### src/rtl/trace_pkg.sv
// Shared types for the register-file write-back trace buffer.
// FSM state encoding, default widths and the record layout.
package trace_pkg;

    localparam int TR_XLEN  = 32;
    localparam int TR_PC_W  = 32;
    localparam int TR_RA_W  = 5;
    localparam int TR_DEPTH = 16;
    localparam int TR_CYC_W = 16;

    typedef enum logic [1:0] {
        IDLE    = 2'd0,
        CAPTURE = 2'd1,
        DONE    = 2'd2
    } trace_state_e;

    // Record layout at the default widths; the top rebuilds the
    // same layout from its own parameters.
    typedef struct packed {
        logic [TR_CYC_W-1:0] cycle;
        logic [TR_RA_W-1:0]  rd;
        logic [TR_XLEN-1:0]  data;
        logic [TR_PC_W-1:0]  pc;
    } trace_rec_t;

    function automatic int rec_width(
        input int cyc_w,
        input int ra_w,
        input int xlen,
        input int pc_w
    );
        return cyc_w + ra_w + xlen + pc_w;
    endfunction

endpackage

### src/rtl/trace_ring_buf.sv
// Circular record store with show-ahead head output.
// Ports: clr/push/pop/ovw control, head/count/full/empty status.
import trace_pkg::*;

module trace_ring_buf #(
    parameter int DEPTH = TR_DEPTH,
    parameter int W     = 8
) (
    input  logic                       clk,
    input  logic                       rst_n,
    input  logic                       clr,
    input  logic                       push,
    input  logic                       pop,
    input  logic                       ovw,
    input  logic [W-1:0]               din,
    output logic [W-1:0]               head,
    output logic [$clog2(DEPTH):0]     count,
    output logic                       full,
    output logic                       empty
);

    localparam int PW = $clog2(DEPTH);
    localparam int CW = PW + 1;

    logic [W-1:0]  mem [DEPTH];
    logic [PW-1:0] wp;
    logic [PW-1:0] rp;
    logic [CW-1:0] cnt;

    logic do_pop;
    logic do_wr;
    logic adv_rd;
    logic inc;
    logic dec;

    assign full  = (cnt == CW'(DEPTH));
    assign empty = (cnt == '0);

    always_comb begin
        do_pop = pop && !empty;
        // When full the write slot equals the head slot, so a
        // write without a pop is only legal as an overwrite.
        do_wr  = push && (!full || do_pop || ovw);
        adv_rd = do_pop || (push && full && ovw);
        inc    = do_wr && !do_pop && !full;
        dec    = do_pop && !do_wr;
    end

    always_ff @(posedge clk) begin
        if (!rst_n) begin
            wp  <= '0;
            rp  <= '0;
            cnt <= '0;
        end else if (clr) begin
            wp  <= '0;
            rp  <= '0;
            cnt <= '0;
        end else begin
            if (do_wr)
                wp <= wp + PW'(1);
            if (adv_rd)
                rp <= rp + PW'(1);
            if (inc)
                cnt <= cnt + CW'(1);
            else if (dec)
                cnt <= cnt - CW'(1);
        end
    end

    always_ff @(posedge clk) begin
        if (rst_n && !clr && do_wr)
            mem[wp] <= din;
    end

    assign head  = empty ? '0 : mem[rp];
    assign count = cnt;

endmodule

### src/rtl/regfile_trace_buffer.sv
// Write-back snooper capturing qualified writes into a trace ring.
// Ports: cfg_*, start, wb_* in; rd_* drain port, count/overflow/busy/done.
import trace_pkg::*;

module regfile_trace_buffer #(
    parameter int XLEN  = TR_XLEN,
    parameter int PC_W  = TR_PC_W,
    parameter int RA_W  = TR_RA_W,
    parameter int DEPTH = TR_DEPTH,
    parameter int CYC_W = TR_CYC_W
) (
    input  logic                   clk,
    input  logic                   rst_n,
    input  logic [2**RA_W-1:0]     cfg_mask,
    input  logic [CYC_W-1:0]       cfg_limit,
    input  logic                   cfg_ring,
    input  logic                   start,
    input  logic                   wb_en,
    input  logic [RA_W-1:0]        wb_rd,
    input  logic [XLEN-1:0]        wb_data,
    input  logic [PC_W-1:0]        wb_pc,
    output logic                   rd_valid,
    input  logic                   rd_ready,
    output logic [CYC_W-1:0]       rd_cycle,
    output logic [RA_W-1:0]        rd_reg,
    output logic [XLEN-1:0]        rd_data,
    output logic [PC_W-1:0]        rd_pc,
    output logic [$clog2(DEPTH):0] count,
    output logic                   overflow,
    output logic                   busy,
    output logic                   done
);

    localparam int REC_W = rec_width(CYC_W, RA_W, XLEN, PC_W);

    typedef struct packed {
        logic [CYC_W-1:0] cycle;
        logic [RA_W-1:0]  rd;
        logic [XLEN-1:0]  data;
        logic [PC_W-1:0]  pc;
    } rec_t;

    trace_state_e state_q;
    trace_state_e state_d;

    logic [CYC_W-1:0] cyc_q;
    logic             ovf_q;

    rec_t             wr_rec;
    rec_t             hd_rec;
    logic [REC_W-1:0] head;

    logic qual;
    logic pop_ok;
    logic lost;
    logic drop;
    logic last;
    logic full;
    logic empty;

    always_comb begin
        qual   = busy && wb_en && (wb_rd != '0) && cfg_mask[wb_rd];
        pop_ok = rd_ready && !empty;
        lost   = qual && full && !pop_ok;
        drop   = lost && !cfg_ring;
        last   = (cfg_limit != '0) &&
                 (cyc_q == cfg_limit - CYC_W'(1));
    end

    always_comb begin
        wr_rec.cycle = cyc_q;
        wr_rec.rd    = wb_rd;
        wr_rec.data  = wb_data;
        wr_rec.pc    = wb_pc;
    end

    trace_ring_buf #(
        .DEPTH (DEPTH),
        .W     (REC_W)
    ) u_buf (
        .clk   (clk),
        .rst_n (rst_n),
        .clr   (start),
        .push  (qual),
        .pop   (rd_ready),
        .ovw   (cfg_ring),
        .din   (wr_rec),
        .head  (head),
        .count (count),
        .full  (full),
        .empty (empty)
    );

    always_ff @(posedge clk) begin
        if (!rst_n)
            state_q <= IDLE;
        else
            state_q <= state_d;
    end

    always_comb begin
        state_d = state_q;
        if (start) begin
            state_d = CAPTURE;
        end else begin
            unique case (state_q)
                IDLE:    state_d = IDLE;
                CAPTURE: if (last || drop) state_d = DONE;
                DONE:    state_d = DONE;
                default: state_d = IDLE;
            endcase
        end
    end

    always_comb begin
        busy = 1'b0;
        done = 1'b0;
        unique case (state_q)
            IDLE:    ;
            CAPTURE: busy = 1'b1;
            DONE:    done = 1'b1;
            default: ;
        endcase
    end

    // Counter holds at all-ones when the window is unlimited.
    always_ff @(posedge clk) begin
        if (!rst_n)
            cyc_q <= '0;
        else if (start)
            cyc_q <= '0;
        else if (busy && (cyc_q != '1))
            cyc_q <= cyc_q + CYC_W'(1);
    end

    always_ff @(posedge clk) begin
        if (!rst_n)
            ovf_q <= 1'b0;
        else if (start)
            ovf_q <= 1'b0;
        else if (lost)
            ovf_q <= 1'b1;
    end

    assign hd_rec   = head;
    assign rd_valid = !empty;
    assign rd_cycle = hd_rec.cycle;
    assign rd_reg   = hd_rec.rd;
    assign rd_data  = hd_rec.data;
    assign rd_pc    = hd_rec.pc;
    assign overflow = ovf_q;

endmodule

### config.mk
export PLATFORM = sky130hd
export DESIGN_NAME = regfile_trace_buffer
export DESIGN_NICKNAME = d
export VERILOG_FILES = /design/src/rtl/trace_pkg.sv /design/src/rtl/trace_ring_buf.sv /design/src/rtl/regfile_trace_buffer.sv
export SDC_FILE = /design/constraint.sdc
export NUM_CORES = 1
export LEC_CHECK = 0
export CAP_MARGIN = 10
export CORE_MARGIN = 5
export CORE_UTILIZATION = 50
export CTS_BUF_LIST = sky130_fd_sc_hd__clkbuf_4 sky130_fd_sc_hd__clkbuf_8
export CTS_CLUSTER_SIZE = 20
export DETAILED_ROUTE_END_ITERATION = 10
export HOLD_SLACK_MARGIN = 0.06
export PLACE_DENSITY = 0.72
export REMOVE_ABC_BUFFERS = 1
export SYNTH_ARGS = -nofsm -noshare
export SYNTH_HDL_FRONTEND = slang
export SYNTH_SLANG_ARGS = --single-unit
### constraint.sdc
create_clock -name clk -period 23.8 [get_ports clk]
set_input_delay 4.76 -clock clk [delete_from_list [all_inputs] [get_ports clk]]
set_output_delay 4.76 -clock clk [all_outputs]
set_load 0.005 [all_outputs]
* Yosys cells after proc, flatten, opt, wreduce, memory -nomap -nowiden *
Memories as Yosys holds them, arrays and structs flattened. A register that Yosys moved wholly into a read port is not among the register bits.
Index checks and enable logic that the tools add are counted.

cells by class
  add/subtract/negate cells = 6
  order comparisons = 1
  eq/ne operators = 7
  muxes and demuxes = 14
  bitwise gates (word level) = 1
  reduce and logical (&&, ||, !) cells = 31

operators with widths
  cell                   number
  $mux 85                1
  $add 16x1->16 const B  1
  $eq 16x16->1           1
  $logic_and 1x1->1      16
  $ne 16x16->1 const B   1
  $reduce_bool 16->1     1
  $sub 16x1->16 const B  1
  $mux 5                 2
  $add 4x1->4 const B    2
  $mux 4                 2
  $logic_not 1->1        6
  $lt 5x6->1 const B     1
  $mux 1                 6
  $add 5x1->5 const B    1
  $bmux 1 s5             1
  $eq 5x5->1 const B     1
  $logic_not 5->1        1
  $reduce_bool 5->1      1
  $sub 5x1->5 const B    1
  $logic_or 1x1->1       4
  $pmux 2 s2             1
  $ne 3x3->1 const B     1
  $eq 2x1->1 const B     1
  $eq 2x2->1 const B     1
  5 further kinds        5

word-level totals
  flip-flop bits (word level) = 32
  bits in writable memories = 1360
  input port bits = 123
  logic and storage cells = 68
  memories = 1

memory list
  memory     words  width  rd ports  clocked after Yosys merged registers in  write ports  line                  RTL
  u_buf.mem  16     85     1         1                                        1            trace_ring_buf.sv:25  logic [W-1:0] mem [DEPTH];

* Logic depth before layout (Yosys ltp) *
Gate-level depths: netlist of run 1.

  depth after elaboration = 12
  mapped depth = 15
  gate-level depth less buffers = 14

* Modules after synthesis *
A second synthesis of run 1 with hierarchy kept.

second synthesis, totals
  cells, all modules = 2427
  area, all modules = 54014.3 um^2

modules (own cells, without submodules)
  module                instances  cells each  area each (um^2)  seq. area each (um^2)
  trace_ring_buf        1          2205        52193.8           41179.5
  regfile_trace_buffer  1          222         1820.5            380.4

* Worst setup path before layout of run 1 *
No wires, ideal clock.

  path kind = input -> register
  from = in wb_rd[2]
  to = mem u_buf.mem[3][0] (netlist name), enable pin
  setup time = 0.633 ns
  arrival = 12.132 ns
  required time = 23.167 ns
  path slack = 11.035 ns
  cell stages on the path = 9
  path through = buf_6 mux2i_1 mux4_2 nor4_1 and4b_4 buf_4 nor3_2 nand2_1 nor3_1

on the way
  longest elaborated chain between the ends = 7

ends and longest elaborated chain
  element                                                            line                        RTL
  from (decl)                                                        regfile_trace_buffer.sv:19  input logic [RA_W-1:0] wb_rd,
  $bmux 1 s5 or $reduce_bool 5->1 (tied branches)                    regfile_trace_buffer.sv:62  qual = busy && wb_en && (wb_rd != '0) && cfg_mask[wb_rd];
  $mux 1 (implied by the code) or $logic_and 1x1->1 (tied branches)  regfile_trace_buffer.sv:62
  $logic_and 1x1->1 (*)                                              regfile_trace_buffer.sv:62
  $logic_and 1x1->1 (*)                                              trace_ring_buf.sv:43        do_wr = push && (!full || do_pop || ovw);
  $logic_and 1x1->1 (*)                                              trace_ring_buf.sv:71        if (rst_n && !clr && do_wr)
  $mux 1 (*)                                                         trace_ring_buf.sv:71
  $mux 1 (implied by the code) (*)                                   trace_ring_buf.sv:72        mem[wp] <= din;
  to (decl)                                                          trace_ring_buf.sv:25

Every way passes the cells marked *; elsewhere a longest branch is shown, timed or not. The select of a mux whose other input is x is not followed.

==> impl_metrics.json, run 1 <==
{
  "synth_top_area_cell": "sky130_fd_sc_hd__edfxtp_1",
  "yosysUniqueCellTypes": 57,
  "ctsHoldBuffers": 0,
  "cp_data_arrival_time_ns": 5.26,
  "clk_transition_reported_paths_ns": 0.07,
  "power.density_cell_area_mw_per_mm2": 77.2,
  "timing.critical_path.max_delay_family": "buffers and inverters",
  "timing.critical_path.mode_cell": "sky130_fd_sc_hd__mux4_2",
  "share_comb_of_total_power_pct": 4.9,
  "leakage_power_nw": 19.1,
  "regToRegSetupSlack_ns": 18.79,
  "clock_tree.buffer_depth": 3,
  "yosys_most_used_dff": "sky130_fd_sc_hd__edfxtp_1",
  "drt.antenna.violating_nets": 0,
  "placeableCoreArea_mm2": 0.107,
  "detailedPlacementHpwl_um": 61100,
  "cts_sinks": 1396,
  "timing_worst_setup_path_type": "flop to output pin",
  "rr_worst_depth": 10,
  "yosys-top-cells-area": "sky130_fd_sc_hd__edfxtp_1 (75%), sky130_fd_sc_hd__mux4_2 (18%), sky130_fd_sc_hd__dfxtp_1 (1.3%)",
  "grtUsageTotal_pct": 20.8,
  "clockPowerShare_pct": 38.9,
  "final-setup-viol-count": 0,
  "worstReg2RegEnd": "u_buf.mem[11][39]",
  "gr-total-overflow": 0,
  "min_from": "overflow",
  "timing.max_slew.rel_slack_pct": 13.0,
  "worstMarginPinSlew_ns": 1.30,
  "drt-vias-per-instance": 6.00,
  "ctsRootBufferMaster": "sky130_fd_sc_hd__clkbuf_8",
  "fin_skew_ns": 0.0498,
  "area.growth.synth_to_final_pct": 14.8,
  "cts_setup_buffers": 0,
  "synth_top_area_share_pct": 75.4,
  "synth.most_common_cell": "sky130_fd_sc_hd__edfxtp_1",
  "placed_area_mm2": 0.0581,
  "synth_top_cells_by_count": "sky130_fd_sc_hd__edfxtp_1 (1360), sky130_fd_sc_hd__mux4_2 (428), sky130_fd_sc_hd__and2_1 (90)",
  "clock_latency_ns": 0.86,
  "cp_max_delay_cell": "sky130_fd_sc_hd__buf_4",
  "p_int_w": 0.00379,
  "tritoncts": "built",
  "path_cells": "buf_4 -> buf_12 -> mux4_2 -> mux4_2 -> and2_1 -> clkdlybuf4s50_1",
  "critPathBufInv": 3,
  "drt_first_pass_iters": 5,
  "detail_route.wl_per_cell_um": 28.1,
  "share_seq_of_total_power_pct": 56.2,
  "timing.rr.start": "state_q[1]",
  "run_status": "finished, final reports clean",
  "die_w_um": 339,
  "finalWeightedCongestion": 0.822,
  "cts-buffers-inserted": 212,
  "drv_slew": 0,
  "synth_async_sr_flop_share_pct": 0,
  "layout.cell_area.non_filler_mm2": 0.0622,
  "timing_hold_violations_final": 0,
  "numPortBuffers": 215,
  "synth_enable_flop_cells": 1360,
  "grt_max_degree": 165,
  "num_vias": 25496,
  "fin_crit_ns": 10.02,
  "floorplan.die_area_mm2": 0.115,
  "htree_levels": 4,
  "grt_pass1_wl_um": 177000,
  "hold_end": "overflow",
  "seq_area_frac_synth_pct": 76.7,
  "timing.critical_path.from_type": "flop",
  "fmax_mhz": 99.8,
  "cts.repair.resized": 0,
  "crit_path_end_kind": "output pin",
  "period_share_pct": 42.1,
  "height_of_the_die_um": 339,
  "switching_power_w": 0.00101,
  "cap_violations": 0,
  "path_max_fanout": 112,
  "boundaryPins": 217,
  "min_path_cells": 1,
  "via_count_of_the_first_global_routing_pass": 27155,
  "rows": 120,
  "swShare_pct": 21.1,
  "setup_repair_after_global_routing_missed_its_margin": "false",
  "totalNegativeSetupSlack_ns": 0,
  "postSynthCellCount": 2319,
  "synth_warnings": 0,
  "layout.nets": 2807,
  "cp.required_ns": 19.04,
  "number_of_design_rule_violations_left_by_the_first_detailed_router_iteration": 2552,
  "syn-cell-area_mm2": 0.0542,
  "drt_drc_violations_left": 0,
  "synth.ff_latch_count": 1396,
  "grt_antenna_before_repair": 6,
  "post_route_cells_drive_above_1_share_pct": 28.9,
  "initial_core_utilization_pct": 50.5,
  "route.final.wire_length_um": 120000,
  "syn-mean-instance-area_um2": 23.4,
  "hold_path_class": "flop to flop",
  "vdd_ir_drop_max_uv": 46.0,
  "fill_cells": 7424,
  "crit_path_max_incr_delay_ns": 0.88
}
## worst register-to-register path, delay by kind of cell, from the launching register on
family	cells	cell delay, ns
fa+ha+maj	1	0.41
flops	1	0.34
buf+inv	3	1.48
simple gates	6	2.37
## area by class of cell
class	count	area (um2)	area share (%)
clock buffers	280	3440	5.54
clock inverters	101	602	0.968
inverters	9	33.8	0.0543
multi-input cells	792	12200	19.6
flip-flops and latches	1396	41600	66.9
diodes	10	25.0	0.0403
well taps	1403	1760	2.82
repair buffers	259	2530	4.07
## power by group through the flow
stage               logic [W]  clock network [W]  registers, W
floorplan            0.000131                  0       0.00276
global placement     0.000234                  0       0.00275
detailed placement   0.000241                  0       0.00275
CTS                  0.000242            0.00191       0.00270
global route         0.000254            0.00203       0.00269
finish               0.000236            0.00187       0.00270
## registers in the layout, indices dropped and copies added, names as in the netlist, named ones only
signal and cells:
u_buf.rp 4, u_buf.count 5, state_q 2, u_buf.wp 4, cyc_q 16, u_buf.mem 1360
overflow 1
## cell families (layout without fill, tap and decap cells)
kind of cell / after synthesis / after routing / synth area share (%)
AO/OA/AOI/OAI: 54 / 54 / 0.698
XOR/XNOR: 43 / 43 / 0.695
adder cells (fa/ha/maj): 14 / 14 / 0.337
buffers and inverters: 131 / 649 / 0.975
flip-flops: 1396 / 1396 / 76.7
multiplexers: 444 / 444 / 18.2
other: 0 / 10 / 0
AND/OR/NAND/NOR: 237 / 237 / 2.41
## cells in the final DEF (no fill, tap or decap), types with 4 or more instances in the layout
cell type                         instances
sky130_fd_sc_hd__nor3_2                   5
sky130_fd_sc_hd__edfxtp_1              1360
sky130_fd_sc_hd__nor4_1                   8
sky130_fd_sc_hd__nand3_1                 14
sky130_fd_sc_hd__o21ai_0                 10
sky130_fd_sc_hd__ha_1                    13
sky130_fd_sc_hd__dfxtp_1                 32
sky130_fd_sc_hd__buf_4                   40
sky130_fd_sc_hd__dfxtp_4                  4
sky130_fd_sc_hd__a21oi_1                 13
sky130_fd_sc_hd__a22o_1                   4
sky130_fd_sc_hd__mux2i_1                 12
sky130_fd_sc_hd__clkinv_1                63
sky130_fd_sc_hd__mux4_2                 428
sky130_fd_sc_hd__inv_6                    5
sky130_fd_sc_hd__nand2b_1                 5
sky130_fd_sc_hd__xor2_1                  20
sky130_fd_sc_hd__nor2_4                  12
sky130_fd_sc_hd__clkbuf_8               214
sky130_fd_sc_hd__inv_8                    4
sky130_fd_sc_hd__and2_1                  90
sky130_fd_sc_hd__inv_1                    9
sky130_fd_sc_hd__nand2_1                 21
sky130_fd_sc_hd__clkinv_2                19
sky130_fd_sc_hd__nand4_1                  7
sky130_fd_sc_hd__diode_2                 10
sky130_fd_sc_hd__clkbuf_4                66
sky130_fd_sc_hd__nor3_1                   4
sky130_fd_sc_hd__clkdlybuf4s50_1        215
sky130_fd_sc_hd__xnor2_1                 23
sky130_fd_sc_hd__nor2_1                  44
sky130_fd_sc_hd__buf_12                   4
## how the worst max path moves through the flow
stage / from / to / slack, ns / depth (start not counted)
after floorplan: flop / rd_cycle[0] / 3.91 / 3
after global placement: wb_rd[2] / u_buf.mem[11][62] / 13.51 / 10
after detailed placement: wb_rd[2] / u_buf.mem[11][56] / 13.29 / 10
after CTS: flop / rd_data[5] / 13.52 / 6
after global routing: flop / rd_data[0] / 13.28 / 6
final: flop / rd_data[0] / 13.78 / 6
## routing by layer
metal,vias up,GRT usage [%],wire length (um)
li1,10615,-,-
met1,13648,28.8,47900
met2,1077,34.5,61300
met3,152,4.13,8430
met4,4,5.51,1980
met5,-,0,23
## per-stage QoR
step	utilization, %	hold slack [ns]	worst slack (ns)	total power, W	cells
2_1_floorplan	-	0.464	3.91	0.00289	2197
3_3_place_gp	54.1	0.453	13.51	0.00298	3859
3_5_place_dp	54.1	0.462	13.29	0.00299	3859
4_1_cts	57.9	0.488	13.52	0.00485	4240
5_1_grt	57.9	0.523	13.28	0.00498	4245
6_report	57.9	0.487	13.78	0.00480	4250
Note: power is estimated with default switching activity, not from simulation.
==> run 2: changes to the inputs <==
clock period = 9.66 ns   (was 23.8 ns; I/O delays follow)
==> run 2 against run 1 <==
Clock power rose by 150%. Sequential cell count did not move. Worst hold slack got worse by 0.0049 ns. First-iteration DRC count fell by 4.6%. Clock skew fell by 0.0026 ns. Critical path type unchanged. Highest routed layer unchanged.
==> impl_metrics.json, run 2 (synthesized netlist as in run 1, its figures left out) <==
{
  "rows": 120,
  "post_route_cells_drive_above_1_share_pct": 29.5,
  "rr_worst_depth": 12,
  "numPortBuffers": 215,
  "path_max_fanout": 52,
  "grtUsageTotal_pct": 20.6,
  "drv_slew": 0,
  "critPathBufInv": 2,
  "drt-vias-per-instance": 5.97,
  "drt_drc_violations_left": 0,
  "leakage_power_nw": 18.8,
  "period_share_pct": 68.2,
  "path_cells": "buf_4 -> mux4_2 -> mux4_2 -> and2_1 -> clkdlybuf4s50_1",
  "cp_data_arrival_time_ns": 4.65,
  "cts-buffers-inserted": 210,
  "boundaryPins": 217,
  "most-common-layout-cells": "sky130_fd_sc_hd__edfxtp_1 (1360), sky130_fd_sc_hd__mux4_2 (428), sky130_fd_sc_hd__clkdlybuf4s50_1 (215)",
  "tritoncts": "built",
  "mostFrequentLayoutCell": "sky130_fd_sc_hd__edfxtp_1",
  "worstMarginPinSlew_ns": 1.18,
  "ctsHoldBuffers": 0,
  "timing.critical_path.max_delay_family": "buffers and inverters",
  "largest-register": "u_buf.mem",
  "hold_path_class": "flop to flop",
  "largest_register_ffs": 1360,
  "timing.final.ws_setup_ns": 3.08,
  "fmax_mhz": 152,
  "clock_tree.buffer_depth": 3,
  "timing.critical_path.from_type": "flop",
  "cts_setup_buffers": 0,
  "htree_levels": 4,
  "num_vias": 25391,
  "detail_route.wl_per_cell_um": 27.7,
  "totalNegativeSetupSlack_ns": 0,
  "detailedPlacementHpwl_um": 60700,
  "finalWeightedCongestion": 0.826,
  "fin_skew_ns": 0.0473,
  "placeableCoreArea_mm2": 0.107,
  "crit_path_max_incr_delay_ns": 1.02,
  "number_of_design_rule_violations_left_by_the_first_detailed_router_iteration": 2434,
  "cts.repair.resized": 0,
  "cts_sinks": 1396,
  "power.density_cell_area_mw_per_mm2": 191,
  "timing_hold_violations_final": 0,
  "initial_core_utilization_pct": 50.5,
  "cap_violations": 0,
  "grt_antenna_before_repair": 9,
  "ctsRootBufferMaster": "sky130_fd_sc_hd__clkbuf_8",
  "grt_pass1_wl_um": 176000,
  "gr-total-overflow": 0,
  "via_count_of_the_first_global_routing_pass": 27115,
  "clk_transition_reported_paths_ns": 0.06,
  "timing.max_slew.rel_slack_pct": 20.9,
  "crit_path_end_kind": "output pin",
  "layout.nets": 2813,
  "final-setup-viol-count": 0,
  "fin_crit_ns": 6.58,
  "route.final.wire_length_um": 118000,
  "floorplan.die_area_mm2": 0.115,
  "min_path_cells": 1,
  "grt_max_degree": 175,
  "drt.antenna.violating_nets": 0,
  "run_status": "finished, final reports clean",
  "dp_slack_ns": 2.75,
  "drt_first_pass_iters": 5,
  "cp.required_ns": 7.73,
  "timing_worst_setup_path_type": "flop to output pin",
  "crit_cells": 5,
  "setup_repair_after_global_routing_missed_its_margin": "false",
  "height_of_the_die_um": 339,
  "vdd_ir_drop_max_uv": 109,
  "area.growth.synth_to_final_pct": 15.0,
  "timing.critical_path.mode_cell": "sky130_fd_sc_hd__mux4_2",
  "clock_latency_ns": 0.88,
  "die_w_um": 339,
  "cp_max_delay_cell": "sky130_fd_sc_hd__dfxtp_4"
}
## run 2: stage by stage
stage	power (W)	instance area (um2)	util [%]	hold slack, ns	std cells
after floorplan	0.00713	53700	-	0.464	2197
after global placement	0.00736	58200	54.2	0.459	3865
after detailed placement	0.00738	58200	54.2	0.468	3865
after CTS	0.0120	62300	58.0	0.487	4244
after global routing	0.0123	62300	58.0	0.502	4248
final	0.0119	62300	58.0	0.482	4251
## run 2: final cells by class
class,instances,area [um2]
antenna,5,12.5
clock buffer,280,3430
clock inverter,99,684
fill,7432,45000
inverter,9,33.8
multi-input combinational,792,12200
sequential,1396,41600
tap,1403,1760
timing repair buffer,267,2630
## run 2: final timing paths
check / startpoint / endpoint / slack (ns)
max: flop / rd_reg[0] / 3.08
min: overflow / overflow / 0.48
max reg2reg: u_buf.count[1] / u_buf.count[4] / 5.23
min reg2reg: overflow / overflow / 0.48
## run 2: where the power goes
part	total (W)	switching [W]	internal, W
Sequential	0.00664	0.0000126	0.00663
Combinational	0.000595	0.000294	0.000300
Clock	0.00467	0.00221	0.00246
Total	0.0119	0.00251	0.00939
## run 2: metal layers
layer  up-vias  GRT usage (%)  routed length (um)
li1      10622              -                   -
met1     13512           28.4               47000
met2      1114           34.2               60100
met3       137           4.68                9280
met4         6           4.66                1550
met5         -              0                  44
==> run 3: changes to the inputs <==
PLACE_DENSITY = 0.74   (was 0.72)
clock period = 6 ns   (was 9.66 ns; I/O delays follow)
==> run 3 against run 2 <==
Die area did not move. Setup slack got worse by 2.3 ns. Total power rose by 62%. Via count fell by 0.46%. Global-route usage fell by 0.19 points. Register-to-register slack got worse by 3.0 ns. Count of clock-buffer cells in the layout fell by 26. Worst hold slack got worse by 0.0094 ns. First-iteration DRC count rose by 7.7%. Cell count barely moved. Non-clock buffer count rose by 4. Critical path type unchanged.
==> impl_metrics.json, run 3 (synthesized netlist as in run 1, its figures left out) <==
{
  "route.final.wire_length_um": 117000,
  "cp_data_arrival_time_ns": 4.03,
  "run_status": "finished, final reports clean",
  "drt-vias-per-instance": 5.94,
  "floorplan.die_area_mm2": 0.115,
  "globalRouteMet1Util_pct": 28.4,
  "number_of_design_rule_violations_left_by_the_first_detailed_router_iteration": 2621,
  "gr-total-overflow": 0,
  "crit_path_max_incr_delay_ns": 0.75,
  "clk_transition_reported_paths_ns": 0.06,
  "path_cells": "nor4_1 -> nand2b_4 -> buf_4 -> and2_1 -> clkdlybuf4s50_1",
  "grt_antenna_before_repair": 14,
  "initial_core_utilization_pct": 50.5,
  "fin_crit_ns": 5.23,
  "largest_register_ffs": 1360,
  "fin_skew_ns": 0.0282,
  "drv_slew": 0,
  "post_route_cells_drive_above_1_share_pct": 29.5,
  "drt_first_pass_iters": 7,
  "num_vias": 25273,
  "final-setup-viol-count": 0,
  "layout.nets": 2814,
  "numPortBuffers": 215,
  "power.density_cell_area_mw_per_mm2": 307,
  "timing.max_slew.rel_slack_pct": 19.4,
  "timing.critical_path.from_type": "flop",
  "drt.antenna.violating_nets": 0,
  "timing_hold_violations_final": 0,
  "setup_repair_after_global_routing_missed_its_margin": "false",
  "gr-max-usage-layer": "met2",
  "grtUsageTotal_pct": 20.4,
  "grt_pass1_wl_um": 174000,
  "most-common-layout-cells": "sky130_fd_sc_hd__edfxtp_1 (1360), sky130_fd_sc_hd__mux4_2 (428), sky130_fd_sc_hd__clkdlybuf4s50_1 (215)",
  "via_count_of_the_first_global_routing_pass": 27313,
  "htree_levels": 4,
  "cts.repair.resized": 0,
  "area.growth.synth_to_final_pct": 15.9,
  "grt_max_degree": 86,
  "fmax_mhz": 191,
  "rows": 120,
  "die_w_um": 339,
  "globalRouteMet2Util_pct": 33.8,
  "placed_area_mm2": 0.0586,
  "crit_path_end_kind": "output pin",
  "height_of_the_die_um": 339,
  "detailedPlacementHpwl_um": 61000,
  "period_share_pct": 87.1,
  "drt_drc_violations_left": 0,
  "gr-usage-met3_pct": 3.95,
  "tritoncts": "built",
  "largest-register": "u_buf.mem",
  "leakage_power_nw": 18.9,
  "cap_violations": 0,
  "worstMarginPinSlew_ns": 1.20,
  "critPathBufInv": 2,
  "clock_tree.buffer_depth": 3,
  "mostFrequentLayoutCell": "sky130_fd_sc_hd__edfxtp_1",
  "path_max_fanout": 64,
  "p_total_w": 0.0193,
  "timing.critical_path.max_delay_family": "simple AND/OR/NAND/NOR gates",
  "ctsRootBufferMaster": "sky130_fd_sc_hd__clkbuf_8",
  "cts_setup_buffers": 0,
  "ctsHoldBuffers": 0,
  "cp_max_delay_cell": "sky130_fd_sc_hd__nor4_1",
  "cts_sinks": 1396,
  "hold_path_class": "flop to flop",
  "clock_latency_ns": 0.84,
  "placeableCoreArea_mm2": 0.107,
  "vdd_ir_drop_max_uv": 231,
  "layout.cell_area.non_filler_mm2": 0.0628,
  "cts-buffers-inserted": 207,
  "timing_worst_setup_path_type": "flop to output pin",
  "detail_route.wl_per_cell_um": 27.6,
  "boundaryPins": 217,
  "cp.required_ns": 4.80,
  "finalWeightedCongestion": 0.798
}
[run 3: per-layer routing]
metal | wire length (um) | part of all wire (%) | up-vias
li1 | - | - | 10614
met1 | 46400 | 40 | 13369
met2 | 59400 | 51 | 1138
met3 | 9470 | 8.1 | 148
met4 | 1960 | 1.7 | 4
met5 | 27 | 0.023 | -
[run 3: cell type report]
cell class / count / area (um2)
Sequential cell: 1396 / 41600
Antenna cell: 7 / 17.5
Fill cell: 7314 / 44600
Timing Repair Buffer: 271 / 3040
Clock inverter: 121 / 935
Clock buffer: 254 / 3220
Inverter: 9 / 33.8
Multi-Input combinational cell: 792 / 12200
Tap cell: 1403 / 1760
[run 3: worst paths after layout]
path / end / slack, ns / from / depth (start not counted)
max: rd_data[22] / 0.77 / u_buf.count[0] / 5
min: overflow / 0.47 / overflow / 1
max reg2reg: u_buf.mem[1][63] / 2.27 / state_q[1] / 9
min reg2reg: overflow / 0.47 / overflow / 1
[run 3: through the flow]
| step | hold slack, ns | cells | setup WS, ns | setup TNS (ns) | utilization (%) |
|---|---|---|---|---|---|
| after CTS | 0.480 | 4246 | 0.670 | 0 | 58.5 |
| after detailed placement | 0.453 | 3871 | 0.672 | 0 | 54.6 |
| after global placement | 0.457 | 3871 | 0.793 | 0 | 54.6 |
| after floorplan | 0.464 | 2197 | -10.33 | -2689.02 | - |
| final | 0.473 | 4253 | 0.773 | 0 | 58.5 |
| after global routing | 0.516 | 4249 | 0.575 | 0 | 58.5 |
[run 3: worst reg2reg max path, delay by kind of cell (launching register included)]
kind,cells,cell delay (ns)
adder cells (fa/ha/maj),1,0.43
buffers and inverters,2,0.49
flip-flops,1,0.33
AND/OR/NAND/NOR,6,2.06
[run 3: power breakdown]
group | total, W | internal [W] | switching (W)
clock network | 0.00763 | 0.00409 | 0.00354
registers | 0.0107 | 0.0107 | 0.0000122
logic | 0.000963 | 0.000491 | 0.000473
total | 0.0193 | 0.0153 | 0.00403
